$ cat src/rtl/mult_pipelined_vr.sv
// Pipelined multiplier with per-stage valid bits, valid/ready backpressure and a
// sideband tag. Stage 1 holds operands, stage 2 the product, later stages delay it.
module mult_pipelined_vr #(
    parameter int WIDTH_A = 8,
    parameter int WIDTH_B = 8,
    parameter int STAGES  = 3,
    parameter int TAG_W   = 4
) (
    input  logic                       clk,
    input  logic                       clr_n,
    input  logic                       in_valid,
    output logic                       in_ready,
    input  logic [WIDTH_A-1:0]         a,
    input  logic [WIDTH_B-1:0]         b,
    input  logic                       sgn,
    input  logic [TAG_W-1:0]           in_tag,
    output logic                       out_valid,
    input  logic                       out_ready,
    output logic [WIDTH_A+WIDTH_B-1:0] result,
    output logic [TAG_W-1:0]           out_tag,
    output logic                       busy
);

    localparam int W = WIDTH_A + WIDTH_B;

    logic [WIDTH_A-1:0] a_q;
    logic [WIDTH_B-1:0] b_q;
    logic               sgn_q;
    logic [TAG_W-1:0]   tag1_q;
    logic               v1_q;

    logic [STAGES:1]    v_vec;
    logic [STAGES:1]    ld_vec;
    logic [W-1:0]       prod_s [2:STAGES];
    logic [TAG_W-1:0]   tag_s  [2:STAGES];

    logic [W-1:0]       ext_a;
    logic [W-1:0]       ext_b;
    logic [W-1:0]       prod_d;

    // Extending both operands to the full width makes the low W bits of a plain
    // multiply correct for both unsigned and two's complement modes.
    always_comb begin
        ext_a  = sgn_q ? {{WIDTH_B{a_q[WIDTH_A-1]}}, a_q} : {{WIDTH_B{1'b0}}, a_q};
        ext_b  = sgn_q ? {{WIDTH_A{b_q[WIDTH_B-1]}}, b_q} : {{WIDTH_A{1'b0}}, b_q};
        prod_d = ext_a * ext_b;
    end

    // The ripple "stage i may load if empty or stage i+1 may load" is flattened:
    // stage i may load unless every stage from i to the output is full and stalled.
    for (genvar g = 1; g <= STAGES; g++) begin : g_ld
        assign ld_vec[g] = out_ready || !(&v_vec[STAGES:g]);
    end

    always_ff @(posedge clk or negedge clr_n) begin
        if (!clr_n) begin
            v1_q   <= 1'b0;
            a_q    <= '0;
            b_q    <= '0;
            sgn_q  <= 1'b0;
            tag1_q <= '0;
        end else if (ld_vec[1]) begin
            v1_q <= in_valid;
            if (in_valid) begin
                a_q    <= a;
                b_q    <= b;
                sgn_q  <= sgn;
                tag1_q <= in_tag;
            end
        end
    end

    assign v_vec[1] = v1_q;

    for (genvar g = 2; g <= STAGES; g++) begin : g_stage
        logic             v_q;
        logic [W-1:0]     p_q;
        logic [TAG_W-1:0] t_q;
        logic             v_d;
        logic [W-1:0]     p_d;
        logic [TAG_W-1:0] t_d;

        if (g == 2) begin : g_src_mul
            assign v_d = v1_q;
            assign p_d = prod_d;
            assign t_d = tag1_q;
        end else begin : g_src_dly
            assign v_d = v_vec[g-1];
            assign p_d = prod_s[g-1];
            assign t_d = tag_s[g-1];
        end

        always_ff @(posedge clk or negedge clr_n) begin
            if (!clr_n) begin
                v_q <= 1'b0;
                p_q <= '0;
                t_q <= '0;
            end else if (ld_vec[g]) begin
                v_q <= v_d;
                if (v_d) begin
                    p_q <= p_d;
                    t_q <= t_d;
                end
            end
        end

        assign v_vec[g]  = v_q;
        assign prod_s[g] = p_q;
        assign tag_s[g]  = t_q;
    end

    assign in_ready  = ld_vec[1];
    assign out_valid = v_vec[STAGES];
    assign result    = prod_s[STAGES];
    assign out_tag   = tag_s[STAGES];
    assign busy      = |v_vec;

endmodule

$ cat config.mk
export PLATFORM = sky130hd
export DESIGN_NAME = mult_pipelined_vr
export DESIGN_NICKNAME = d
export VERILOG_FILES = /design/src/rtl/mult_pipelined_vr.sv
export SDC_FILE = /design/constraint.sdc
export NUM_CORES = 1
export LEC_CHECK = 0
export ABC_CLOCK_PERIOD_IN_PS = 14800
export BUFFER_PORTS_ARGS = -buffer_cell sky130_fd_sc_hd__buf_2
export CORE_ASPECT_RATIO = 1.2
export CORE_MARGIN = 3
export CORE_UTILIZATION = 34
export CTS_BUF_LIST = sky130_fd_sc_hd__clkbuf_16
export CTS_CLUSTER_SIZE = 12
export DETAILED_ROUTE_END_ITERATION = 7
export PLACE_DENSITY = 0.51
export SYNTH_ARGS = -nofsm -noshare
export SYNTH_HDL_FRONTEND = slang
export SYNTH_SLANG_ARGS = --single-unit
$ cat constraint.sdc
create_clock -name clk -period 14.8 [get_ports clk]
set_input_delay 2.96 -clock clk [delete_from_list [all_inputs] [get_ports clk]]
set_output_delay 2.96 -clock clk [all_outputs]
set_load 0.01 [all_outputs]
==> impl_metrics.ini, run 1 <==
[synthesis]
syn_inst = 572
ys_seq_elements = 64
yosysWarnings = 0
yosysSeqAreaShare_pct = 26.7
ys_types = 34
synth.cell_area_sq_um = 6000
postSynthAreaPerCell_sq_um = 10.5
syn_nets = 720

[job]
cap_violations = 0

[critical_path]
cpMostUsedCell = buf_2
cp.buffers_inverters = 2
end_kind = primary output
slowest_stage = buf_2
cp-endpoint = in_ready
cpPeakStageDelay_ns = 0.17
cp-startpoint = out_ready
crit_family = simple AND/OR/NAND/NOR gates
r2r-end = g_stage[2].p_q[14]
critPathLaunchType = input pin
ff2ff_path_depth = 20
r2r_slack_ns = 9.01
cp.arrival_ns = 3.53
rr_startpoint = a_q[2]
required_ns = 11.84
crit_chain = buf_2, nor2b_1, nand3_1, buf_2
crit_fanout = 3
worstSetupPathType = in -> out
path_depth = 4

[sta]
rsz0062_at_grt = false
final.setup_skew_ns = 0.00455
fin_crit_sh_pct = 43.8
tightest_slew_ns = 1.02
finalCriticalPeriod_ns = 6.49
slew_headroom_pct = 31.8
hold_violations = 0
finalSetupViolCount = 0
fmax_mhz = 154
slew_viol_final = 0
setup_tns_ns = 0

[drt]
num_vias = 3815
routed_wl_microns = 11700
drtIter0Drc = 113
ant_nets = 0
wire_per_inst_microns = 14.1
dr.pass1.iters = 4
via_per_inst = 4.60
drc = 0

[clocking]
cts_tree = built
cts_sinks = 64
htree_levels = 3
clk_pin_slew_ns = 0.05
post-cts-setup-buffers = 0
max-clock-path-buffers = 2
cts_buffers = 9
cts_root_buffer = clkbuf_16
clk_latency_ns = 0.32
cts_hold_buf = 0
ctsResizeCount = 0

[placed_design]
place_congestion = 0.825
placedCellCount = 815
dp_hpwl_microns = 9290
portBuffers = 47

[global_route]
grt_pass1_vias = 4194
grt_max_degree = 65
grt_pass1_wl_microns = 20600
grt-ovfl-total = 0
grt_use_total_pct = 13.2
antenna_found_initial = 0

[floorplan]
die_h_microns = 152
die_w_microns = 127
die_area_sq_um = 19300
start_util_pct = 35.1
placeableCoreArea_sq_um = 17100
fp-row-count = 52
ios = 48

[finish]
insertedDiodeCount = 0
nets = 758
stdcell_count = 830
drive_above_1_share_pct = 19.5
syn2layout_area_growth_pct = 11.7

[min_path]
hold_path.class = reg -> reg
holdCritStartpoint = g_stage[2].p_q[11]

[status]
status = complete, no violations
[registers in the layout, summed over array words and instances (netlist names)]
name and cells:
a_q 8, b_q 8, g_stage.p_q 16, g_stage.t_d 4
g_stage.t_q 4, g_stage.v_d 1, g_stage.v_q 1, out_tag 4
out_valid 1, result 16, sgn_q 1
[worst min-delay path by stage]
stage / endpoint / slack (ns) / depth (start not counted)
after floorplan: g_stage[2].p_q[0] / 0.45 / 2
after global placement: g_stage[2].p_q[0] / 0.47 / 2
after detailed placement: g_stage[2].p_q[11] / 0.47 / 2
after CTS: g_stage[2].p_q[11] / 0.48 / 2
after global routing: out_tag[2] / 0.51 / 1
final: g_stage[2].p_q[11] / 0.48 / 2
[cell usage in the layout (no fill, tap or decap), types with 2 or more instances in the layout]
cell type | Yosys | routed
xor2_1 | 8 | 8
o21ai_0 | 15 | 15
and2_1 | 57 | 57
clkinv_1 | 0 | 3
inv_1 | 110 | 110
clkinv_2 | 0 | 2
a21oi_1 | 9 | 9
o21bai_1 | 2 | 2
a21o_1 | 3 | 3
nand2_1 | 36 | 36
fa_1 | 69 | 69
ha_1 | 54 | 54
nand3_1 | 2 | 2
clkbuf_16 | 0 | 9
buf_2 | 0 | 47
dfrtp_1 | 64 | 64
o21a_1 | 4 | 4
a31o_2 | 3 | 3
a31oi_1 | 3 | 3
nor2_1 | 9 | 9
nand2b_1 | 7 | 7
xnor2_1 | 28 | 28
and3_2 | 5 | 5
a2111oi_0 | 2 | 2
mux2_2 | 50 | 50
[per-stage QoR]
| step | setup WS (ns) | utilization [%] | cell area [sq um] | hold WS (ns) |
|---|---|---|---|---|
| floorplan | 8.59 | - | 6000 | 0.446 |
| global placement | 8.35 | 37.6 | 6430 | 0.466 |
| detailed placement | 8.33 | 37.6 | 6430 | 0.473 |
| CTS | 8.33 | 39.2 | 6700 | 0.485 |
| global route | 8.26 | 39.2 | 6700 | 0.508 |
| finish | 8.31 | 39.2 | 6700 | 0.476 |
[kinds of logic (layout without fill, tap and decap cells)]
group | Yosys count | after routing | synth area share (%)
fa+ha+maj | 123 | 123 | 34.3
buf+inv | 131 | 173 | 8.32
mux | 51 | 51 | 9.76
xor+xnor | 36 | 36 | 5.26
flops | 64 | 64 | 26.7
compound gates | 43 | 43 | 4.40
simple gates | 124 | 124 | 11.3
[Yosys cell counts]
library cell / count / area (sq um)
and2_0: 1 / 6.26
a31o_2: 3 / 26.3
nand2b_1: 7 / 43.8
xnor2_1: 28 / 245
nor2b_1: 1 / 6.26
and2_1: 57 / 357
buf_6: 1 / 11.3
nor2_1: 9 / 33.8
clkbuf_1: 20 / 75.1
mux4_2: 1 / 22.5
nand3_1: 2 / 10.0
o21ai_1: 1 / 5.00
a21o_1: 3 / 22.5
nand4_1: 1 / 6.26
a31oi_1: 3 / 18.8
nand2_1: 36 / 135
a2111oi_0: 2 / 17.5
o21a_1: 4 / 30.0
and2_2: 1 / 7.51
a41oi_1: 1 / 8.76
nor4_1: 1 / 6.26
dfrtp_1: 64 / 1600
a21oi_1: 9 / 45.0
and3_2: 5 / 37.5
or3_1: 1 / 6.26
fa_1: 69 / 1380
inv_1: 110 / 413
xor2_1: 8 / 70.1
and3b_1: 1 / 8.76
and4bb_1: 1 / 12.5
o21bai_1: 2 / 15.0
mux2_2: 50 / 563
o21ai_0: 15 / 75.1
ha_1: 54 / 676
[per-layer routing]
| metal | routed length (microns) | vias to the layer above | track usage [%] | share of wire (%) |
|---|---|---|---|---|
| li1 | - | 1855 | - | - |
| met4 | 105 | 0 | 2.58 | 0.90 |
| met5 | 0 | - | 0 | 0 |
| met1 | 5520 | 1887 | 17.8 | 47 |
| met3 | 441 | 9 | 2.77 | 3.8 |
| met2 | 5620 | 64 | 22.1 | 48 |
[final cells by class]
type                            count  area, sq um
Multi-Input combinational cell    377         3900
Fill cell                        1731        10400
Sequential cell                    64         1600
Timing Repair Buffer               48          243
Tap cell                          216          270
Clock inverter                      6         51.3
Inverter                          110          413
Clock buffer                        9          225
[worst min-delay path: cells and delay by family, from the launching register on]
family	cells	cell delay, ns
AOI/OAI and AO/OA	1	0.06
DFF	1	0.33
and+or+nand+nor	1	0.05
Power of run 1 is not shown: default switching activity piles up to over one toggle a cycle in this logic, so the estimate is an artifact.
==> run 2, diff against run 1 <==
--- a/config.mk
+++ b/config.mk
@@ -5,7 +5,7 @@
 export SDC_FILE = /design/constraint.sdc
 export NUM_CORES = 1
 export LEC_CHECK = 0
-export ABC_CLOCK_PERIOD_IN_PS = 14800
+export ABC_CLOCK_PERIOD_IN_PS = 6070
 export BUFFER_PORTS_ARGS = -buffer_cell sky130_fd_sc_hd__buf_2
 export CORE_ASPECT_RATIO = 1.2
 export CORE_MARGIN = 3
==> constraint.sdc (replaced) <==
create_clock -name clk -period 6.07 [get_ports clk]
set_input_delay 1.214 -clock clk [delete_from_list [all_inputs] [get_ports clk]]
set_output_delay 1.214 -clock clk [all_outputs]
set_load 0.01 [all_outputs]
==> run 2 against run 1 <==
  * Register-to-register slack lost 8.5 ns
  * Routed wire length grew 0.71%
  * Setup slack lost 7.8 ns
  * Count of clock-buffer cells in the layout is the same
  * Via count shrank 0.73%
==> impl_metrics.ini, run 2 (synthesis results as in run 1) <==
[floorplan]
start_util_pct = 35.1
die_h_microns = 152
die_area_sq_um = 19300
placeableCoreArea_sq_um = 17100
fp-row-count = 52
die_w_microns = 127
ios = 48

[drt]
dr.pass1.iters = 4
drc = 0
drtIter0Drc = 129
ant_nets = 0
via_per_inst = 4.54
routed_wl_microns = 11800
wire_per_inst_microns = 14.1
num_vias = 3787

[clocking]
max-clock-path-buffers = 2
htree_levels = 3
cts_tree = built
ctsResizeCount = 0
cts_hold_buf = 0
cts_root_buffer = clkbuf_16
clk_pin_slew_ns = 0.06
post-cts-setup-buffers = 0
cts_buffers = 9
cts_sinks = 64
clk_latency_ns = 0.33

[finish]
nets = 761
drive_above_1_share_pct = 20.4
syn2layout_area_growth_pct = 12.7
insertedDiodeCount = 0
final_common_cell = inv_1
final_cell_mix = inv_1, fa_1, dfrtp_1, and2_1, ha_1

[global_route]
grt_pass1_vias = 4146
grt_pass1_wl_microns = 20500
grt-ovfl-total = 0
antenna_found_initial = 0
grt_use_total_pct = 13.3
grt_max_degree = 65

[sta]
setup_tns_ns = 0
finalCriticalPeriod_ns = 5.55
finalSetupViolCount = 0
tightest_slew_ns = 1.07
rsz0062_at_grt = false
slew_headroom_pct = 28.7
hold_violations = 0
slew_viol_final = 0
fin_crit_sh_pct = 91.4
final.setup_skew_ns = 0.00731
fmax_mhz = 180

[critical_path]
worstSetupPathType = reg -> reg
cp.arrival_ns = 5.72
end_kind = register
critPathLaunchType = register
required_ns = 6.24
crit_fanout = 17

[placed_design]
dp_hpwl_microns = 9630
portBuffers = 47
place_congestion = 0.869

[status]
status = complete, no violations

[min_path]
hold_path.class = reg -> reg

[job]
cap_violations = 0
-- run 2: path summary, 6_finish.rpt --
kind                       cells after the start                 end  slack [ns]                from
min reg2reg                                    2  g_stage[2].p_q[12]        0.47  g_stage[2].p_q[12]
max in group asynchronous                      2              a_q[7]        4.48               clr_n
max reg2reg                                   20  g_stage[2].p_q[14]        0.52              a_q[2]
max                                           20  g_stage[2].p_q[14]        0.52              a_q[2]
min in group asynchronous                      2   g_stage[2].p_q[9]        1.07               clr_n
min                                            2  g_stage[2].p_q[12]        0.47  g_stage[2].p_q[12]
-- run 2: worst max-delay path, stage by stage, from the launching register on --
cell,delay [ns]
dfrtp_1,0.74
and2_1,0.24
fa_1,0.42
inv_1,0.08
fa_1,0.40
inv_1,0.06
ha_1,0.13
inv_1,0.05
fa_1,0.49
inv_1,0.05
fa_1,0.52
inv_1,0.05
fa_1,0.47
inv_1,0.04
ha_1,0.32
a2111oi_0,0.42
o21ai_0,0.22
a41oi_1,0.36
a21oi_1,0.13
xnor2_1,0.13
o21ai_0,0.08
-- run 2: area by class of cell --
| type | instances | area (sq um) |
|---|---|---|
| timing repair buffer | 51 | 265 |
| clock buffer | 9 | 225 |
| sequential | 64 | 1600 |
| inverter | 110 | 413 |
| multi-input combinational | 377 | 3900 |
| tap | 216 | 270 |
| fill | 1704 | 10400 |
| clock inverter | 7 | 86.3 |
-- run 2: metal layers --
metal	global-route usage (%)	share of wire, %
met3	2.49	3.1
met2	23.2	49
met1	17.3	47
met4	3.11	0.84
met5	0	0
-- run 2: per-stage QoR --
stage	instance area, sq um	hold slack (ns)	instances	utilization [%]	worst slack (ns)
5_1_grt	6760	0.501	834	39.5	0.128
4_1_cts	6760	0.479	834	39.5	0.507
3_5_place_dp	6450	0.467	818	37.7	0.514
3_3_place_gp	6450	0.461	818	37.7	0.639
2_1_floorplan	6000	0.446	572	-	0.885
6_report	6760	0.468	834	39.5	0.520
Power of run 2 is left out for the same reason.
==> run 3, diff against run 2 <==
--- a/config.mk
+++ b/config.mk
@@ -9,11 +9,11 @@
 export BUFFER_PORTS_ARGS = -buffer_cell sky130_fd_sc_hd__buf_2
 export CORE_ASPECT_RATIO = 1.2
 export CORE_MARGIN = 3
-export CORE_UTILIZATION = 34
+export CORE_UTILIZATION = 45
 export CTS_BUF_LIST = sky130_fd_sc_hd__clkbuf_16
 export CTS_CLUSTER_SIZE = 12
 export DETAILED_ROUTE_END_ITERATION = 7
-export PLACE_DENSITY = 0.51
+export PLACE_DENSITY = 0.64
 export SYNTH_ARGS = -nofsm -noshare
 export SYNTH_HDL_FRONTEND = slang
 export SYNTH_SLANG_ARGS = --single-unit
==> run 3 against run 2 <==
  * Sequential share of layout area grew 0.28 points
  * First-iteration DRC count down 15%
  * Critical path depth stayed put
  * Hold slack better by 0.0068 ns
  * Flip-flop and latch count unchanged
  * Register-to-register slack gained 0.09 ns
  * Die area shrank 23%
  * Core utilization is 13 points higher
  * Non-clock buffer count up 1
  * Global-route usage increased by 3.0 points
  * Highest routed layer unchanged
  * Count of clock-buffer cells in the layout stayed put
==> impl_metrics.ini, run 3 (synthesis results as in run 1) <==
[sta]
rsz0062_at_grt = false
slew_headroom_pct = 32.8
finalSetupViolCount = 0
slew_viol_final = 0
tightest_slew_ns = 1.01
fmax_mhz = 183
hold_violations = 0
finalCriticalPeriod_ns = 5.46
setup_tns_ns = 0
fin_crit_sh_pct = 89.9
final.setup_skew_ns = 0.00810
setup_slack_ns = 0.611

[floorplan]
start_util_pct = 46.7
die_area_sq_um = 14800
die_h_microns = 132
die_w_microns = 111
fp-row-count = 45
placeableCoreArea_sq_um = 12800
ios = 48

[critical_path]
required_ns = 6.22
r2r_slack_ns = 0.61
crit_fanout = 17
critPathLaunchType = register
cp.arrival_ns = 5.61
end_kind = register
worstSetupPathType = reg -> reg

[min_path]
hold_path.class = reg -> reg

[placed_design]
post_dp_cell_area_sq_um = 6390
dp_hpwl_microns = 8990
portBuffers = 47
place_congestion = 0.882
dp_slack_ns = 0.577

[drt]
drtIter0Drc = 110
drc = 0
routed_wl_microns = 11100
via_per_inst = 4.92
wire_per_inst_microns = 14.1
ant_nets = 0
dr.pass1.iters = 4
num_vias = 3849

[finish]
drive_above_1_share_pct = 20.5
nets = 762
fin_util_pct = 52.0
final_cell_mix = inv_1, fa_1, dfrtp_1, and2_1, ha_1
final_common_cell = inv_1
insertedDiodeCount = 0
syn2layout_area_growth_pct = 11.3
fin_area_sq_um = 6680

[clocking]
cts_buffers = 9
max-clock-path-buffers = 2
cts_tree = built
clk_pin_slew_ns = 0.05
cts_sinks = 64
cts_root_buffer = clkbuf_16
cts_hold_buf = 0
ctsResizeCount = 0
post-cts-setup-buffers = 0
htree_levels = 3
clk_latency_ns = 0.32

[job]
cap_violations = 0

[global_route]
grt_pass1_wl_microns = 19900
grt_use_total_pct = 16.4
grt_max_degree = 65
antenna_found_initial = 0
grt-ovfl-total = 0
grt_pass1_vias = 4262

[status]
status = complete, no violations
run 3: area by class of cell:
class	count	area (sq um)
Fill cell	1189	6160
Multi-Input combinational cell	377	3900
Sequential cell	64	1600
Inverter	110	413
Timing Repair Buffer	52	273
Clock buffer	9	225
Tap cell	164	205
Clock inverter	7	63.8
run 3: worst paths after layout:
path | startpoint | to | cells after the start
min in group asynchronous | clr_n | out_tag[3] | 2
setup / recovery | a_q[2] | g_stage[2].p_q[14] | 20
hold reg to reg | g_stage[2].p_q[11] | g_stage[2].p_q[11] | 2
setup reg to reg | a_q[2] | g_stage[2].p_q[14] | 20
max in group asynchronous | clr_n | a_q[0] | 2
hold / removal | g_stage[2].p_q[11] | g_stage[2].p_q[11] | 2
run 3: per-layer routing:
metal | share of wire, % | up-vias | global-route usage, %
met5 | 0 | - | 0
met3 | 3.2 | 9 | 2.88
met2 | 50 | 59 | 28.3
met4 | 0.96 | 0 | 3.52
li1 | - | 1865 | -
met1 | 46 | 1916 | 21.7
run 3: metrics by stage:
step	hold slack, ns	std cells
final	0.474	783
after global routing	0.517	783
after CTS	0.483	783
after detailed placement	0.470	767
after global placement	0.463	767
after floorplan	0.446	572
run 3: critical path: stages, from the launching register on:
cell and delay, ns:
dfrtp_1 0.71, and2_1 0.23, fa_1 0.40, inv_1 0.08, fa_1 0.40, inv_1 0.06
ha_1 0.13, inv_1 0.05, fa_1 0.49, inv_1 0.05, fa_1 0.52, inv_1 0.05
fa_1 0.47, inv_1 0.04, ha_1 0.31, a2111oi_0 0.36, o21ai_0 0.22, a41oi_1 0.36
a21oi_1 0.13, xnor2_1 0.13, o21ai_0 0.09
Power of run 3 is left out for the same reason.
